$ cat src/rtl/alu_pkg.sv
// Shared types for the sequenced ALU: opcodes, FSM states, latency classes and completion kinds.
// Op 14 is only a legal (iterative) op when ALU_DIV_EN is defined.
package alu_pkg;

    localparam int ALU_W_DEFAULT = 8;

    typedef enum logic [3:0] {
        OP_ADD = 4'd0,
        OP_ADC = 4'd1,
        OP_SUB = 4'd2,
        OP_SBB = 4'd3,
        OP_AND = 4'd4,
        OP_OR  = 4'd5,
        OP_XOR = 4'd6,
        OP_CMP = 4'd7,
        OP_SHL = 4'd8,
        OP_SHR = 4'd9,
        OP_SAR = 4'd10,
        OP_ROL = 4'd11,
        OP_ROR = 4'd12,
        OP_MUL = 4'd13,
        OP_DIV = 4'd14,
        OP_ILL = 4'd15
    } alu_op_t;

    typedef enum logic [1:0] {IDLE, RUN, DONE} state_t;

    // Latency class: zero steps, count steps, or WIDTH steps.
    typedef enum logic [1:0] {LAT_ZERO, LAT_COUNT, LAT_WIDTH, LAT_ILLEGAL} lat_t;

    // What the DONE cycle publishes.
    typedef enum logic [1:0] {FIN_FLAGS, FIN_PASS, FIN_ILLEGAL, FIN_DIVERR} fin_t;

    function automatic lat_t op_lat(alu_op_t op);
        lat_t l;
        case (op)
            OP_ADD, OP_ADC, OP_SUB, OP_SBB,
            OP_AND, OP_OR, OP_XOR, OP_CMP:        l = LAT_ZERO;
            OP_SHL, OP_SHR, OP_SAR, OP_ROL, OP_ROR: l = LAT_COUNT;
            OP_MUL:                               l = LAT_WIDTH;
`ifdef ALU_DIV_EN
            OP_DIV:                               l = LAT_WIDTH;
`endif
            default:                              l = LAT_ILLEGAL;
        endcase
        return l;
    endfunction

endpackage

$ cat src/rtl/alu_seq_unit_addsub.sv
// Single-cycle arithmetic/logic core for ops 0-7: result plus carry (borrow) and signed overflow.
module alu_addsub_logic
    import alu_pkg::*;
#(
    parameter int WIDTH = ALU_W_DEFAULT
) (
    input  alu_op_t          op,
    input  logic [WIDTH-1:0] a,
    input  logic [WIDTH-1:0] b,
    input  logic             cin,
    output logic [WIDTH-1:0] result,
    output logic             carry,
    output logic             overflow
);

    logic [WIDTH:0] sum;
    logic [WIDTH:0] dif;
    logic           ci;
    logic           bi;

    always_comb begin
        ci       = (op == OP_ADC) & cin;
        bi       = (op == OP_SBB) & cin;
        sum      = {1'b0, a} + {1'b0, b} + {{WIDTH{1'b0}}, ci};
        dif      = {1'b0, a} - {1'b0, b} - {{WIDTH{1'b0}}, bi};
        result   = '0;
        carry    = 1'b0;
        overflow = 1'b0;
        case (op)
            OP_ADD, OP_ADC: begin
                result   = sum[WIDTH-1:0];
                carry    = sum[WIDTH];
                overflow = (a[WIDTH-1] == b[WIDTH-1]) && (sum[WIDTH-1] != a[WIDTH-1]);
            end
            // Bit WIDTH of the widened difference is the borrow.
            OP_SUB, OP_SBB, OP_CMP: begin
                result   = dif[WIDTH-1:0];
                carry    = dif[WIDTH];
                overflow = (a[WIDTH-1] != b[WIDTH-1]) && (dif[WIDTH-1] != a[WIDTH-1]);
            end
            OP_AND:  result = a & b;
            OP_OR:   result = a | b;
            OP_XOR:  result = a ^ b;
            default: result = '0;
        endcase
    end

endmodule

$ cat src/rtl/alu_seq_unit.sv
// Sequenced ALU feeding the flags register: one-cycle add/logic, iterative shift/rotate and multiply.
// Optional restoring divide on op 14 is enabled by defining ALU_DIV_EN.
module alu_seq_unit
    import alu_pkg::*;
#(
    parameter int WIDTH = ALU_W_DEFAULT,
    parameter int CNT_W = 5
) (
    input  logic             clk,
    input  logic             rst_n,
    input  logic             start,
    input  logic [3:0]       op,
    input  logic [WIDTH-1:0] a,
    input  logic [WIDTH-1:0] b,
    input  logic             cin,
    input  logic [CNT_W-1:0] count,
    output logic             busy,
    output logic             done,
    output logic [WIDTH-1:0] alu_result,
    output logic [WIDTH-1:0] alu_result_hi,
    output logic             carry_out,
    output logic             overflow_out,
    output logic             update_flags,
    output logic             illegal_op,
    output logic             div_error
);

    localparam int STEP_W = (CNT_W > $clog2(WIDTH + 1)) ? CNT_W : $clog2(WIDTH + 1);

    state_t            state, state_nx;
    alu_op_t           op_in, op_q;
    fin_t              fin_in, fin_q;
    logic [STEP_W-1:0] steps_in, step_q;
    logic              accept;

    logic [WIDTH-1:0]  lo_q, hi_q, opnd_q;
    logic              c_q, v_q, a_msb_q, one_q;
    logic [WIDTH-1:0]  lo_step, hi_step;
    logic              c_step, c_fin, v_fin;
    logic [WIDTH:0]    wide;

    logic [WIDTH-1:0]  as_res;
    logic              as_c, as_v;

    assign op_in  = alu_op_t'(op);
    assign accept = (state == IDLE) && start;

    alu_addsub_logic #(.WIDTH(WIDTH)) u_addsub (
        .op       (op_in),
        .a        (a),
        .b        (b),
        .cin      (cin),
        .result   (as_res),
        .carry    (as_c),
        .overflow (as_v)
    );

    always_comb begin
        steps_in = '0;
        fin_in   = FIN_FLAGS;
        case (op_lat(op_in))
            LAT_ZERO:  steps_in = '0;
            LAT_COUNT: begin
                steps_in = STEP_W'(count);
                if (count == '0) fin_in = FIN_PASS;
            end
            LAT_WIDTH: begin
                steps_in = STEP_W'(WIDTH);
`ifdef ALU_DIV_EN
                if (op_in == OP_DIV && b == '0) begin
                    steps_in = '0;
                    fin_in   = FIN_DIVERR;
                end
`endif
            end
            default:   fin_in = FIN_ILLEGAL;
        endcase
    end

    always_comb begin
        state_nx = state;
        case (state)
            IDLE:    if (start) state_nx = (steps_in == '0) ? DONE : RUN;
            RUN:     if (step_q == STEP_W'(1)) state_nx = DONE;
            DONE:    state_nx = IDLE;
            default: state_nx = IDLE;
        endcase
    end

    always_ff @(posedge clk or negedge rst_n) begin
        if (!rst_n) begin
            state  <= IDLE;
            step_q <= '0;
            op_q   <= OP_ADD;
            fin_q  <= FIN_FLAGS;
        end else begin
            state <= state_nx;
            if (accept) begin
                step_q <= steps_in;
                op_q   <= op_in;
                fin_q  <= fin_in;
            end else if (state == RUN) begin
                step_q <= step_q - STEP_W'(1);
            end
        end
    end

    // One iteration: shift/rotate one bit, one shift-add, or one restoring-divide step.
    always_comb begin
        lo_step = lo_q;
        hi_step = hi_q;
        c_step  = c_q;
        wide    = '0;
        case (op_q)
            OP_SHL: begin c_step = lo_q[WIDTH-1]; lo_step = {lo_q[WIDTH-2:0], 1'b0};          end
            OP_SHR: begin c_step = lo_q[0];       lo_step = {1'b0, lo_q[WIDTH-1:1]};          end
            OP_SAR: begin c_step = lo_q[0];       lo_step = {lo_q[WIDTH-1], lo_q[WIDTH-1:1]}; end
            OP_ROL: begin c_step = lo_q[WIDTH-1]; lo_step = {lo_q[WIDTH-2:0], lo_q[WIDTH-1]}; end
            OP_ROR: begin c_step = lo_q[0];       lo_step = {lo_q[0], lo_q[WIDTH-1:1]};       end
            OP_MUL: begin
                wide               = {1'b0, hi_q} + (lo_q[0] ? {1'b0, opnd_q} : '0);
                {hi_step, lo_step} = {wide, lo_q[WIDTH-1:1]};
            end
`ifdef ALU_DIV_EN
            OP_DIV: begin
                wide = {hi_q, lo_q[WIDTH-1]} - {1'b0, opnd_q};
                if (!wide[WIDTH]) begin
                    hi_step = wide[WIDTH-1:0];
                    lo_step = {lo_q[WIDTH-2:0], 1'b1};
                end else begin
                    hi_step = {hi_q[WIDTH-2:0], lo_q[WIDTH-1]};
                    lo_step = {lo_q[WIDTH-2:0], 1'b0};
                end
            end
`endif
            default: lo_step = lo_q;
        endcase
    end

    // Working registers carry no reset: they are always loaded on accept before use.
    always_ff @(posedge clk) begin
        if (accept) begin
            opnd_q  <= (op_in == OP_MUL) ? a : b;
            a_msb_q <= a[WIDTH-1];
            one_q   <= (count == CNT_W'(1));
            hi_q    <= '0;
            case (op_lat(op_in))
                LAT_ZERO: begin lo_q <= as_res; c_q <= as_c; v_q <= as_v; end
                default:  begin lo_q <= (op_in == OP_MUL) ? b : a; c_q <= 1'b0; v_q <= 1'b0; end
            endcase
        end else if (state == RUN) begin
            lo_q <= lo_step;
            hi_q <= hi_step;
            c_q  <= c_step;
        end
    end

    always_comb begin
        c_fin = c_q;
        v_fin = v_q;
        case (op_q)
            OP_SHL, OP_ROL: v_fin = one_q & (lo_q[WIDTH-1] ^ c_q);
            OP_SHR:         v_fin = one_q & a_msb_q;
            OP_SAR:         v_fin = 1'b0;
            OP_ROR:         v_fin = one_q & (lo_q[WIDTH-1] ^ lo_q[WIDTH-2]);
            OP_MUL:         begin c_fin = |hi_q; v_fin = |hi_q; end
            OP_DIV:         begin c_fin = 1'b0;  v_fin = 1'b0;  end
            default:        v_fin = v_q;
        endcase
    end

    always_ff @(posedge clk or negedge rst_n) begin
        if (!rst_n) begin
            busy          <= 1'b0;
            done          <= 1'b0;
            update_flags  <= 1'b0;
            illegal_op    <= 1'b0;
            alu_result    <= '0;
            alu_result_hi <= '0;
            carry_out     <= 1'b0;
            overflow_out  <= 1'b0;
        end else begin
            busy         <= (state == RUN);
            done         <= (state == DONE);
            update_flags <= 1'b0;
            illegal_op   <= 1'b0;
            if (state == DONE) begin
                case (fin_q)
                    FIN_FLAGS: begin
                        alu_result    <= lo_q;
                        alu_result_hi <= hi_q;
                        carry_out     <= c_fin;
                        overflow_out  <= v_fin;
                        update_flags  <= 1'b1;
                    end
                    FIN_PASS: begin
                        alu_result    <= lo_q;
                        alu_result_hi <= '0;
                    end
                    FIN_ILLEGAL: illegal_op <= 1'b1;
                    default:     illegal_op <= 1'b0;
                endcase
            end
        end
    end

`ifdef ALU_DIV_EN
    always_ff @(posedge clk or negedge rst_n) begin
        if (!rst_n) div_error <= 1'b0;
        else        div_error <= (state == DONE) && (fin_q == FIN_DIVERR);
    end
`else
    assign div_error = 1'b0;
`endif

endmodule

$ cat config.mk
export PLATFORM = sky130hd
export DESIGN_NAME = alu_seq_unit
export DESIGN_NICKNAME = d
export VERILOG_FILES = /design/src/rtl/alu_pkg.sv /design/src/rtl/alu_seq_unit_addsub.sv /design/src/rtl/alu_seq_unit.sv
export SDC_FILE = /design/constraint.sdc
export NUM_CORES = 1
export LEC_CHECK = 0
export ABC_AREA = 0
export BUFFER_PORTS_ARGS = -buffer_cell sky130_fd_sc_hd__buf_2
export CAP_MARGIN = 20
export CORE_MARGIN = 5
export CORE_UTILIZATION = 49
export CTS_CLUSTER_SIZE = 25
export DETAILED_ROUTE_END_ITERATION = 12
export GPL_ROUTABILITY_DRIVEN = 1
export GPL_TIMING_DRIVEN = 1
export PLACE_DENSITY = 0.68
export SLEW_MARGIN = 40
export SYNTH_ARGS = -nofsm -noshare
export SYNTH_HDL_FRONTEND = slang
export SYNTH_HIERARCHICAL = 1
export SYNTH_SLANG_ARGS = --single-unit
$ cat constraint.sdc
create_clock -name clk -period 3.05 [get_ports clk]
set_input_delay 0.1525 -clock clk [delete_from_list [all_inputs] [get_ports clk]]
set_output_delay 0.1525 -clock clk [all_outputs]
set_load 0.02 [all_outputs]
==> impl_metrics.env <==
export IMPL_status="finished clean"
export IMPL_slew_viol_final=0
export IMPL_critPathRequiredTime_ps=3140
export IMPL_synth_common_cells="nand2_1 (74), ha_1 (44), nor2_1 (42)"
export IMPL_final_setup_tns_ps=0
export IMPL_worstPathMaxFanout=4
export IMPL_setup_viol=0
export IMPL_grt_max_degree=36
export IMPL_top_layer="met4"
export IMPL_synth_top_area_share_pct=17.9
export IMPL_tightest_slew_ps=685
export IMPL_clock_root_buffer="clkbuf_8"
export IMPL_holdWs_ps=56.7
export IMPL_clk_pin_slew_ps=70
export IMPL_cap_violations=0
export IMPL_worstHoldStart="count[0]"
export IMPL_cts_setup_buffers=0
export IMPL_synthCells=549
export IMPL_p_per_area_mw_per_mm2=682
export IMPL_clk_latency_ps=340
export IMPL_antenna_cells=0
export IMPL_hold_end="fin_q[0]$_DFFE_PN0P_"
export IMPL_skew_ps=12.7
export IMPL_grt_pass1_wl_um=18800
export IMPL_cpMaxStageDelayCell="fa_1"
export IMPL_synth_most_common_cell="nand2_1"
export IMPL_wl_met2_um=5300
export IMPL_r2r_slack_ps=660
export IMPL_hold_violations=0
export IMPL_numCtsBuffers=9
export IMPL_cts_sinks=63
export IMPL_path_cells="buf_2 -> nand2b_1 -> or3_1 -> fa_1 -> fa_1 -> o21a_1 -> or3_1 -> a32oi_1 -> o311ai_1 -> a211oi_1 -> a21oi_1"
export IMPL_overflow=0
export IMPL_die_y_um=110
export IMPL_worst_slack_ps=344
export IMPL_avgSynthCellArea_um2=8.92
export IMPL_post_route_util_pct=55.6
export IMPL_synth_edf_count=20
export IMPL_yosys_warnings=6
export IMPL_ys_types=72
export IMPL_grt_pass1_vias=3898
export IMPL_syn_area_mm2=0.00490
export IMPL_grtUsageTotal_pct=19.6
export IMPL_critical_path_top_delay_family="compound AO/OA/AOI/OAI gates"
export IMPL_synth_seq_cells=63
export IMPL_crit_buf_inv=1
export IMPL_synth_top_cell_by_area="dfrtp_1"
export IMPL_hold_depth=2
export IMPL_antenna_found_initial=0
export IMPL_ir_drop_mv=0.313
export IMPL_first_pass_iters=5
export IMPL_slew_headroom_pct=54.3
export IMPL_rsz0062_at_grt="no"
export IMPL_avgViaCountPerCell=5.54
export IMPL_async_flop_share_pct=55.6
export IMPL_pre_cts_ws_ps=-4.96
export IMPL_dominantRegCellSynth="dfrtp_1"
export IMPL_fillers=920
export IMPL_die_area_mm2=0.0121
export IMPL_ant_nets=0
export IMPL_gp_congestion=0.855
export IMPL_crit_path_end_kind="flip-flop"
export IMPL_fin_nets=674
export IMPL_cp_arrival_ps=2790
export IMPL_reg2reg_depth=9
export IMPL_hold_class="input pin to flip-flop"
export IMPL_drtIter0Drc=303
export IMPL_initial_core_util_pct=50.1
export IMPL_syn_to_final_growth_pct=11.0
export IMPL_routed_wl_um=11300
export IMPL_io_buffers=50
export IMPL_core_mm2=0.00977
export IMPL_critical_path_max_stage_delay_ps=430
export IMPL_fin_crit_sh_pct=88.7
export IMPL_wl_met3_um=471
export IMPL_power_leakage_nw=2.60
export IMPL_rows=36
export IMPL_wl_per_cell_um=15.5
export IMPL_num_vias=4068
export IMPL_r2r_start="lo_q[0]$_DFFE_PP_"
export IMPL_syn_num_nets=627
export IMPL_cts_tree="built"
export IMPL_dp_hpwl_um=8780
export IMPL_seq_area_frac_synth_pct=33.4
export IMPL_startpoint_type="input pin"
export IMPL_power_mw=3.71
export IMPL_pin_count=52
export IMPL_drt_drc_violations_left=0
export IMPL_path_class="input pin to flip-flop"
export IMPL_synth_area_leaders="dfrtp_1 (18%), edfxtp_1 (12%), ha_1 (11%)"
export IMPL_period_needed_ps=2710
export IMPL_timing_fmax_mhz=370
export IMPL_cts_buffer_depth=2
export IMPL_cts_max_level=3
export IMPL_die_w_um=110
export IMPL_r2r_end="hi_q[7]$_SDFFE_PP0P_"
export IMPL_drive_gt1_share_pct=16.6
export IMPL_wl_met1_um=5310
-- layout make-up --
type	count	area, um^2	share of cell area (%)
clock inverters	4	22.5	0.414
inverters	37	139	2.55
well taps	133	166	3.06
multi-input cells	422	2980	54.7
repair buffers	63	353	6.49
flip-flops and latches	63	1640	30.1
clock buffers	12	145	2.67
-- layout by cell type (no fill, tap or decap), drive strengths merged, types with 4 or more instances in the layout --
master / n
a211oi: 11
a21o: 7
a21oi: 29
a22oi: 7
a31oi: 4
a32oi: 4
and2: 9
buf: 62
clkbuf: 12
dfrtp: 35
dfxtp: 8
edfxtp: 20
fa: 5
ha: 44
inv: 37
mux2: 9
mux2i: 24
nand2: 74
nand2b: 7
nand3: 11
nand3b: 12
nor2: 43
nor2b: 7
nor3: 5
nor4: 4
o21a: 4
o21ai: 31
o22ai: 5
or2: 5
or3: 8
xor2: 10
-- logic make-up (layout without fill, tap and decap cells) --
| kind of cell | after synthesis | in the layout | share of synthesized area, % |
|---|---|---|---|
| AO/OA/AOI/OAI | 126 | 126 | 17.1 |
| adder cells (fa/ha/maj) | 49 | 49 | 13.3 |
| multiplexers | 33 | 33 | 6.98 |
| buffers and inverters | 64 | 116 | 5.88 |
| XOR/XNOR | 12 | 12 | 2.15 |
| flip-flops | 63 | 63 | 33.4 |
| other | 1 | 1 | 0.0766 |
| AND/OR/NAND/NOR | 201 | 201 | 21.1 |
-- through the flow --
step | cells | instance area [um^2]
after floorplan | 549 | 4900
after global placement | 717 | 5260
after detailed placement | 717 | 5260
after CTS | 734 | 5430
after global routing | 734 | 5440
final | 734 | 5440
-- layer usage --
metal  up-vias  track usage, %
met5         -               0
met4         0            7.57
met3        21            2.68
li1       2043               -
met1      1898            26.2
met2       106            32.1
-- flip-flops by register name, indices dropped and copies added, names as in the netlist, 2 cells and up --
name,flops
opnd_q,8
alu_result_hi,8
fin_q,2
step_q,5
hi_q,8
state,2
lo_q,8
alu_result,8
op_q,4
-- timing repair --
action / in CTS / in global routing
setup endpoints to repair: 0 / 0
hold buffers: 1 / 0
endpoints found under the hold margin: 35 / 0
gates resized for setup: 0 / 0
-- worst max-delay path by stage --
stage,slack [ps],from,depth (start not counted),to
floorplan,40,op[0],12,lo_q[4]$_DFFE_PP_
global placement,50,op[3],11,lo_q[4]$_DFFE_PP_
detailed placement,-5,op[3],11,lo_q[4]$_DFFE_PP_
CTS,370,op[3],11,lo_q[4]$_DFFE_PP_
global route,220,op[3],12,lo_q[6]$_DFFE_PP_
finish,340,op[3],11,lo_q[4]$_DFFE_PP_
-- power by group --
group / total (mW) / leakage (nW) / switching, mW / internal, mW
Combinational: 1.55 / 1.81 / 0.921 / 0.634
Sequential: 1.53 / 0.708 / 0.325 / 1.20
Clock: 0.624 / 0.0861 / 0.311 / 0.313
Power figures use the tool's default switching activity.
